`src/rtl/edge_gen_pkg.sv`:
```
// Shared definitions for the edge generator: default sizing, the FSM state
// encoding and small state-decoding helpers used by the top level.
package edge_gen_pkg;

    localparam int DEF_CNT_W    = 16;
    localparam int DEF_MIN_HIGH = 4;
    localparam int DEF_MIN_LOW  = 4;

    typedef enum logic [2:0] {
        ST_IDLE_LOW  = 3'd0,
        ST_HIGH_HOLD = 3'd1,
        ST_IDLE_HIGH = 3'd2,
        ST_LOW_HOLD  = 3'd3,
        ST_PULSE     = 3'd4
    } edge_state_t;

    // Level driven on edge_signal while the FSM sits in the given state.
    function automatic logic state_is_high(input edge_state_t st);
        logic high_v;
        case (st)
            ST_HIGH_HOLD,
            ST_IDLE_HIGH,
            ST_PULSE:     high_v = 1'b1;
            default:      high_v = 1'b0;
        endcase
        return high_v;
    endfunction

    // Any state other than the two idle states is a timed (busy) state.
    function automatic logic state_is_busy(input edge_state_t st);
        logic busy_v;
        case (st)
            ST_IDLE_LOW,
            ST_IDLE_HIGH: busy_v = 1'b0;
            default:      busy_v = 1'b1;
        endcase
        return busy_v;
    endfunction

endpackage

```
`src/rtl/edge_generator_hold_counter.sv`:
```
// Loadable down-counter timing hold and pulse intervals. A load wins over a
// decrement; the count saturates at zero so it can never wrap.
module hold_counter
    import edge_gen_pkg::*;
#(
    parameter int CNT_W = DEF_CNT_W
) (
    input  logic             clk,
    input  logic             rst_n,
    input  logic             load,
    input  logic [CNT_W-1:0] load_value,
    input  logic             dec,
    output logic [CNT_W-1:0] value,
    output logic             at_one
);

    logic [CNT_W-1:0] value_r;

    // Count register: load has priority, decrement stops at zero.
    always_ff @(posedge clk or negedge rst_n) begin
        if (!rst_n) begin
            value_r <= {CNT_W{1'b0}};
        end else if (load) begin
            value_r <= load_value;
        end else if (dec && (value_r != {CNT_W{1'b0}})) begin
            value_r <= value_r - {{(CNT_W-1){1'b0}}, 1'b1};
        end else begin
            value_r <= value_r;
        end
    end

    assign value  = value_r;
    assign at_one = (value_r == {{(CNT_W-1){1'b0}}, 1'b1});

endmodule

```
`src/rtl/edge_generator.sv`:
```
// Edge generator: produces a level with guaranteed minimum high/low hold
// times, optional self-terminating pulses, and completion/drop strobes.
// Requests arriving during a hold are queued as pending (one per type) and
// served when the hold expires; anything that cannot be queued is dropped.
module edge_generator
    import edge_gen_pkg::*;
#(
    parameter int CNT_W    = DEF_CNT_W,
    parameter int MIN_HIGH = DEF_MIN_HIGH,
    parameter int MIN_LOW  = DEF_MIN_LOW
) (
    input  logic             clk,
    input  logic             rst_n,
    input  logic             rise_req,
    input  logic             fall_req,
    input  logic             pulse_req,
    input  logic [CNT_W-1:0] pulse_len,
    output logic             edge_signal,
    output logic             rise_done,
    output logic             fall_done,
    output logic             busy,
    output logic             req_dropped
);

    localparam logic [CNT_W-1:0] MIN_HIGH_C = CNT_W'(MIN_HIGH);
    localparam logic [CNT_W-1:0] MIN_LOW_C  = CNT_W'(MIN_LOW);

    // A pulse is never shorter than the minimum high time (covers length 0).
    function automatic logic [CNT_W-1:0] clamp_len(input logic [CNT_W-1:0] len);
        logic [CNT_W-1:0] res_v;
        if (len < MIN_HIGH_C) begin
            res_v = MIN_HIGH_C;
        end else begin
            res_v = len;
        end
        return res_v;
    endfunction

    edge_state_t      state_r;
    edge_state_t      state_next_s;

    logic             pend_rise_r;
    logic             pend_fall_r;
    logic             pend_pulse_r;
    logic [CNT_W-1:0] pend_len_r;
    logic             pend_rise_next_s;
    logic             pend_fall_next_s;
    logic             pend_pulse_next_s;
    logic [CNT_W-1:0] pend_len_next_s;

    logic             cnt_load_s;
    logic [CNT_W-1:0] cnt_load_val_s;
    logic             cnt_dec_s;
    logic [CNT_W-1:0] cnt_value_s;
    logic             cnt_at_one_s;
    logic             cnt_done_s;

    logic             drop_s;
    logic             next_high_s;

    logic             edge_r;
    logic             rise_done_r;
    logic             fall_done_r;
    logic             busy_r;
    logic             dropped_r;

    hold_counter #(
        .CNT_W (CNT_W)
    ) u_hold_counter (
        .clk        (clk),
        .rst_n      (rst_n),
        .load       (cnt_load_s),
        .load_value (cnt_load_val_s),
        .dec        (cnt_dec_s),
        .value      (cnt_value_s),
        .at_one     (cnt_at_one_s)
    );

    // A hold also ends if the count is ever found at zero, so a timed state
    // can never stall.
    assign cnt_done_s = cnt_at_one_s | (cnt_value_s == {CNT_W{1'b0}});

    // Next-state, counter control, pending-request bookkeeping and drop detection.
    always_comb begin
        state_next_s      = state_r;
        pend_rise_next_s  = pend_rise_r;
        pend_fall_next_s  = pend_fall_r;
        pend_pulse_next_s = pend_pulse_r;
        pend_len_next_s   = pend_len_r;
        cnt_load_s        = 1'b0;
        cnt_load_val_s    = {CNT_W{1'b0}};
        cnt_dec_s         = 1'b0;
        drop_s            = 1'b0;

        case (state_r)
            ST_IDLE_LOW: begin
                if (pulse_req) begin
                    state_next_s   = ST_PULSE;
                    cnt_load_s     = 1'b1;
                    cnt_load_val_s = clamp_len(pulse_len);
                    drop_s         = rise_req | fall_req;
                end else if (rise_req) begin
                    // A simultaneous fall becomes a minimum-width pulse.
                    state_next_s     = ST_HIGH_HOLD;
                    cnt_load_s       = 1'b1;
                    cnt_load_val_s   = MIN_HIGH_C;
                    pend_fall_next_s = fall_req;
                end else if (fall_req) begin
                    drop_s = 1'b1;
                end else begin
                    state_next_s = ST_IDLE_LOW;
                end
            end

            ST_HIGH_HOLD: begin
                drop_s = rise_req | pulse_req;
                if (fall_req) begin
                    if (pend_fall_r) begin
                        drop_s = 1'b1;
                    end else begin
                        pend_fall_next_s = 1'b1;
                    end
                end else begin
                    pend_fall_next_s = pend_fall_r;
                end
                if (cnt_done_s) begin
                    if (pend_fall_next_s) begin
                        state_next_s     = ST_LOW_HOLD;
                        cnt_load_s       = 1'b1;
                        cnt_load_val_s   = MIN_LOW_C;
                        pend_fall_next_s = 1'b0;
                    end else begin
                        state_next_s = ST_IDLE_HIGH;
                    end
                end else begin
                    cnt_dec_s = 1'b1;
                end
            end

            ST_IDLE_HIGH: begin
                drop_s = rise_req | pulse_req;
                if (fall_req) begin
                    state_next_s   = ST_LOW_HOLD;
                    cnt_load_s     = 1'b1;
                    cnt_load_val_s = MIN_LOW_C;
                end else begin
                    state_next_s = ST_IDLE_HIGH;
                end
            end

            ST_LOW_HOLD: begin
                drop_s = fall_req;
                if (rise_req) begin
                    if (pend_rise_r) begin
                        drop_s = 1'b1;
                    end else begin
                        pend_rise_next_s = 1'b1;
                    end
                end else begin
                    pend_rise_next_s = pend_rise_r;
                end
                if (pulse_req) begin
                    if (pend_pulse_r) begin
                        drop_s = 1'b1;
                    end else begin
                        pend_pulse_next_s = 1'b1;
                        pend_len_next_s   = pulse_len;
                    end
                end else begin
                    pend_pulse_next_s = pend_pulse_r;
                end
                if (cnt_done_s) begin
                    if (pend_pulse_next_s) begin
                        state_next_s   = ST_PULSE;
                        cnt_load_s     = 1'b1;
                        cnt_load_val_s = clamp_len(pend_len_next_s);
                    end else if (pend_rise_next_s) begin
                        state_next_s   = ST_HIGH_HOLD;
                        cnt_load_s     = 1'b1;
                        cnt_load_val_s = MIN_HIGH_C;
                    end else begin
                        state_next_s = ST_IDLE_LOW;
                    end
                    pend_rise_next_s  = 1'b0;
                    pend_pulse_next_s = 1'b0;
                    pend_fall_next_s  = 1'b0;
                end else begin
                    cnt_dec_s = 1'b1;
                end
            end

            ST_PULSE: begin
                drop_s = rise_req | fall_req | pulse_req;
                if (cnt_done_s) begin
                    state_next_s   = ST_LOW_HOLD;
                    cnt_load_s     = 1'b1;
                    cnt_load_val_s = MIN_LOW_C;
                end else begin
                    cnt_dec_s = 1'b1;
                end
            end

            default: begin
                state_next_s      = ST_IDLE_LOW;
                pend_rise_next_s  = 1'b0;
                pend_fall_next_s  = 1'b0;
                pend_pulse_next_s = 1'b0;
            end
        endcase
    end

    assign next_high_s = state_is_high(state_next_s);

    // State and pending-request registers.
    always_ff @(posedge clk or negedge rst_n) begin
        if (!rst_n) begin
            state_r      <= ST_IDLE_LOW;
            pend_rise_r  <= 1'b0;
            pend_fall_r  <= 1'b0;
            pend_pulse_r <= 1'b0;
            pend_len_r   <= {CNT_W{1'b0}};
        end else begin
            state_r      <= state_next_s;
            pend_rise_r  <= pend_rise_next_s;
            pend_fall_r  <= pend_fall_next_s;
            pend_pulse_r <= pend_pulse_next_s;
            pend_len_r   <= pend_len_next_s;
        end
    end

    // Output flops: level and strobes are decoded from the next state so
    // they change on the same edge as the state.
    always_ff @(posedge clk or negedge rst_n) begin
        if (!rst_n) begin
            edge_r      <= 1'b0;
            rise_done_r <= 1'b0;
            fall_done_r <= 1'b0;
            busy_r      <= 1'b0;
            dropped_r   <= 1'b0;
        end else begin
            edge_r      <= next_high_s;
            rise_done_r <= next_high_s & ~edge_r;
            fall_done_r <= ~next_high_s & edge_r;
            busy_r      <= state_is_busy(state_next_s);
            dropped_r   <= drop_s;
        end
    end

    assign edge_signal = edge_r;
    assign rise_done   = rise_done_r;
    assign fall_done   = fall_done_r;
    assign busy        = busy_r;
    assign req_dropped = dropped_r;

endmodule

```
`config.mk`:
```
export PLATFORM = sky130hd
export DESIGN_NAME = edge_generator
export DESIGN_NICKNAME = d
export VERILOG_FILES = /design/src/rtl/edge_gen_pkg.sv /design/src/rtl/edge_generator_hold_counter.sv /design/src/rtl/edge_generator.sv
export SDC_FILE = /design/constraint.sdc
export NUM_CORES = 1
export LEC_CHECK = 0
export CAP_MARGIN = 20
export CORE_MARGIN = 2
export CORE_UTILIZATION = 57
export DETAILED_ROUTE_END_ITERATION = 6
export GPL_TIMING_DRIVEN = 1
export PLACE_DENSITY = 0.8
export SLEW_MARGIN = 20
export SYNTH_ARGS = -nofsm -noshare
export SYNTH_HDL_FRONTEND = slang
export SYNTH_SLANG_ARGS = --single-unit
```
`constraint.sdc`:
```
create_clock -name clk -period 2.95 [get_ports clk]
set_input_delay 0.4425 -clock clk [delete_from_list [all_inputs] [get_ports clk]]
set_output_delay 0.4425 -clock clk [all_outputs]
set_load 0.005 [all_outputs]
```
== Word-level counts from Yosys, hierarchy flattened ==
Index checks and enable logic that the tools add are counted.
Operators by class
  bitwise operators: 9
  magnitude comparators: 2
  reductions and logical operators: 12
  equal/unequal tests: 11
  mux-type cells: 66
  add/sub/neg operators: 1
Operator list (count)
  $mux W16: 10
  $pmux W16 S5: 1
  $mux W3: 13
  $mux W1: 36
  $lt A16 B3 Y1 const B: 2
  $eq A16 B1 Y1 const B: 1
  $logic_not A16 Y1: 1
  $reduce_bool A16 Y1: 1
  $sub A16 B1 Y16 const B: 1
  $pmux W3 S5: 1
  $pmux W1 S5: 2
  $eq A3 B2 Y1 const B: 3
  $eq A3 B1 Y1 const B: 2
  $eq A3 B3 Y1 const B: 2
  $logic_not A3 Y1: 2
  $ne A2 B2 Y1 const B: 3
  $reduce_or A3 Y1: 2
  $or A1 B1 Y1: 4
  $pmux W1 S2: 2
  $pmux W1 S4: 1
  $reduce_and A4 Y1: 1
  $reduce_or A2 Y1: 2
  $reduce_or A4 Y1: 1
  $not A1 Y1: 3
  other kinds (3): 4
Word-level totals
  output and inout bits: 5
  bits in registers: 43
  word-level logic and storage cells: 112

== Logic depth before layout (Yosys ltp) ==
  depth after elaboration: 11
  depth in mapped cells: 10
  mapped depth without buffers: 8

== Hierarchy ==
From an unflattened synthesis, not the netlist that was laid out.
Second synthesis, totals
  cells, all modules: 310
  area total of the unflattened synthesis: 2865.2 um2
Modules (own cells, without submodules)
  edge_generator: area each 1775.5 um2, instances 1, cells an instance 182
  hold_counter: area each 1089.8 um2, instances 1, cells an instance 128

== Least setup slack after synthesis ==
Ideal clock, no wire load.
  kind: flip-flop to flip-flop
  start point: reg u_hold_counter.value_r[2], in the netlist u_hold_counter.value[2]
  end point: reg u_hold_counter.value_r[11], in the netlist u_hold_counter.value[11]
  stages on the path, launching flop included: 9
  slack: 463 ps
  buffers on the path: 2
  data required time: 2803 ps
  arrival time: 2341 ps
  path through: dfrtp_1 or4_4 nor3_2 a21oi_1 or2_2 buf_2 buf_2 a221oi_1 a311oi_2
On the way
  cells in the longest elaborated chain, start to end: 6
RTL lines
  start: declaration: RTL line edge_generator_hold_counter.sv:17  | logic [CNT_W-1:0] value_r;
  start signal: assignment: RTL line edge_generator_hold_counter.sv:22  | value_r <= {CNT_W{1'b0}};
  start signal: assignment: RTL line edge_generator_hold_counter.sv:24  | value_r <= load_value;
  start signal: assignment: RTL line edge_generator_hold_counter.sv:26  | value_r <= value_r - {{(CNT_W-1){1'b0}}, 1'b1};
  branches (longest 6 deep; another with $sub A16 B1 Y16)
Several ways; the timed one is not identified. The select of a mux whose other input is x is not followed.
A chain may end at the register's enable or synchronous reset.

== Final worst setup path ==
  start point: reg u_hold_counter.value_r[2], in the netlist u_hold_counter.value[2]
  end point: reg u_hold_counter.value_r[8], in the netlist u_hold_counter.value[8]
Same word-level chain as after synthesis.

==> results.toml <==
[yosys]
synth-async-reset-ratio = 1.00
synthCells = 288
synth_commonest_cells = "43 x dfrtp_1, 26 x nor2_1, 20 x a21oi_1"
synth_edf_count = 0
syn_area_per_cell_um2 = 9.26
yosysTopAreaCell = "dfrtp_1"
yosysUniqueCellTypes = 58
synthTopCellsByArea = "dfrtp_1 40%, mux2_2 6.3%, a21oi_1 3.8%, nor2_1 3.7%, o21ai_0 3.6%"
synth_top_flop_cell = "dfrtp_1"
yosysMostFrequentCell = "dfrtp_1"
synth_area_um2 = 2670
syn_nets = 312
yosys_warnings = 0
ys_ff_latch = 43
ys_seq_area_frac = 0.404
synth_top_area_share = 0.404

[global_route]
grt_pass1_wl_mm = 10.9
track_usage = 0.266
top_usage_layer = "met2"
gr-usage-met2 = 0.420
grt_max_degree = 44
grt_pass1_vias = 2290
grt_use_met3 = 0.0431
antenna_found_initial = 0
overflow = 0
use_met1 = 0.372

[cts]
cts_setup_buffers = 0
htreeDepth = 2
cts_buffers = 5
cts_resized = 0
cts_hold_buf = 0
path_clk_slew_ns = 0.09
cts-root-buf = "clkbuf_8"
clockBufferDepth = 2
clk_latency_ns = 0.30
cts_tree = "done"
clkSinkCount = 43

[drt]
route.detailed.drc = 0
first_pass_iters = 5
drtIter0Drc = 228
wl_per_cell_um = 18.0
antenna_left = 0
vias = 2462
drt-total-wl_mm = 6.69
via_per_inst = 6.64

[critical_path]
crit_fanout = 8
reg2reg_slack_ns = 0.33
arrival_ns = 2.83
start_kind = "flop"
ff2ff_path_depth = 7
endpoint_kind = "flop"
required_ns = 3.16
crit_type = "reg -> reg"
r2r_end = "u_hold_counter.value[8]"
reg2reg_from = "u_hold_counter.value[2]"

[power_and_ir_drop]
vdd_ir_drop_max_uv = 555
power.total_mw = 1.84
p_per_area_nw_per_um2 = 589
p_leak_nw = 1.29

[timing]
relSlewSlack = 0.361
post-route-min-period_ns = 2.62
hold_violations = 0
rsz0062_at_grt = "no"
final.setup.worst_slack_ns = 0.334
hold_slack_ns = 0.291
setup_viol = 0
fmax_ghz = 0.382
slew_viol_final = 0
finalSetupTns_ns = 0
tightest_slew_ns = 0.959
period_share = 0.887
clock_skew_ns = 0.00584

[placed_design]
gp_congestion = 0.926
dp_worst_setup_slack_ns = 0.223
numPortBuffers = 25
placed_area_um2 = 3010
dpl.hpwl_mm = 4.81
place_inst = 363

[die]
core-area_um2 = 4440
die-area_um2 = 5240
io_pins = 26
start_util = 0.600
rows = 24
die_w_um = 72.4
die_h_um = 72.4

[final_layout]
fin_cells = 371
drive_gt1_frac = 0.179
area_delta_synth_final_pct = 16.8
final_area_um2 = 3110
utilization = 0.701
final_nets = 342
diodes = 0
fillers = 357

[run_status]
status = "complete, no violations"

[worst_hold_path]
hold_class = "in -> async"

[flow_run]
cap_violations = 0
==> worst max-delay path by stage <==
stage | startpoint | endpoint | slack (ns) | cells after the start
6_report | u_hold_counter.value[2] | u_hold_counter.value[8] | 0.33 | 7
5_1_grt | u_hold_counter.value[6] | u_hold_counter.value[8] | 0.11 | 7
4_1_cts | u_hold_counter.value[2] | u_hold_counter.value[8] | 0.35 | 7
3_5_place_dp | fall_req | u_hold_counter.value[11] | 0.22 | 7
3_3_place_gp | fall_req | u_hold_counter.value[11] | 0.31 | 7
2_1_floorplan | u_hold_counter.value[2] | u_hold_counter.value[11] | 0.46 | 8
==> report_power, final <==
group | switching [mW] | internal, mW | leakage (nW)
Combinational | 0.201 | 0.228 | 0.739
Clock | 0.212 | 0.213 | 0.0505
Sequential | 0.210 | 0.770 | 0.503
==> routing by layer <==
metal  wire length (um)  vias up
met4                 85        0
met3                424        8
li1                   -     1163
met2               3220      110
met1               2960     1181
met5                  0        -
==> cell usage in the layout (no fill, tap or decap), types with 4 or more instances in the layout <==
cell	instances
dfrtp_1	43
nor2_1	26
clkdlybuf4s50_1	24
a21oi_1	20
nand2_1	19
o21ai_0	19
mux2_2	15
buf_4	13
inv_1	11
nor3_1	11
nor4_1	9
nand3_1	9
a221oi_1	8
clkbuf_8	7
or2_2	4
a22oi_1	4
nor2b_1	4
and3_1	4
==> critical path: stages (launching register included) <==
cell and delay, ns:
dfrtp_1 0.46, or4_4 0.57, or3_4 0.42, nor4_4 0.31, nor3b_2 0.25, buf_4 0.20
a221oi_2 0.08, a311oi_2 0.24
==> final cells by class <==
class,instances,area (um^2),share of cell area
multi-input cells,219,1490,0.477
flip-flops and latches,43,1080,0.346
repair buffers,38,343,0.110
clock buffers,7,96.3,0.0309
well taps,52,65.1,0.0209
inverters,11,41.3,0.0133
clock inverters,1,7.51,0.00241
==> logic make-up after synthesis <==
family,after synthesis,share of synthesized area
AO/OA/AOI/OAI,89,0.246
flip-flops,43,0.404
buffers and inverters,26,0.0394
XOR/XNOR,1,0.00329
adder cells (fa/ha/maj),3,0.0141
multiplexers,16,0.0671
AND/OR/NAND/NOR,110,0.227
Note: power is estimated with default switching activity, not from simulation.
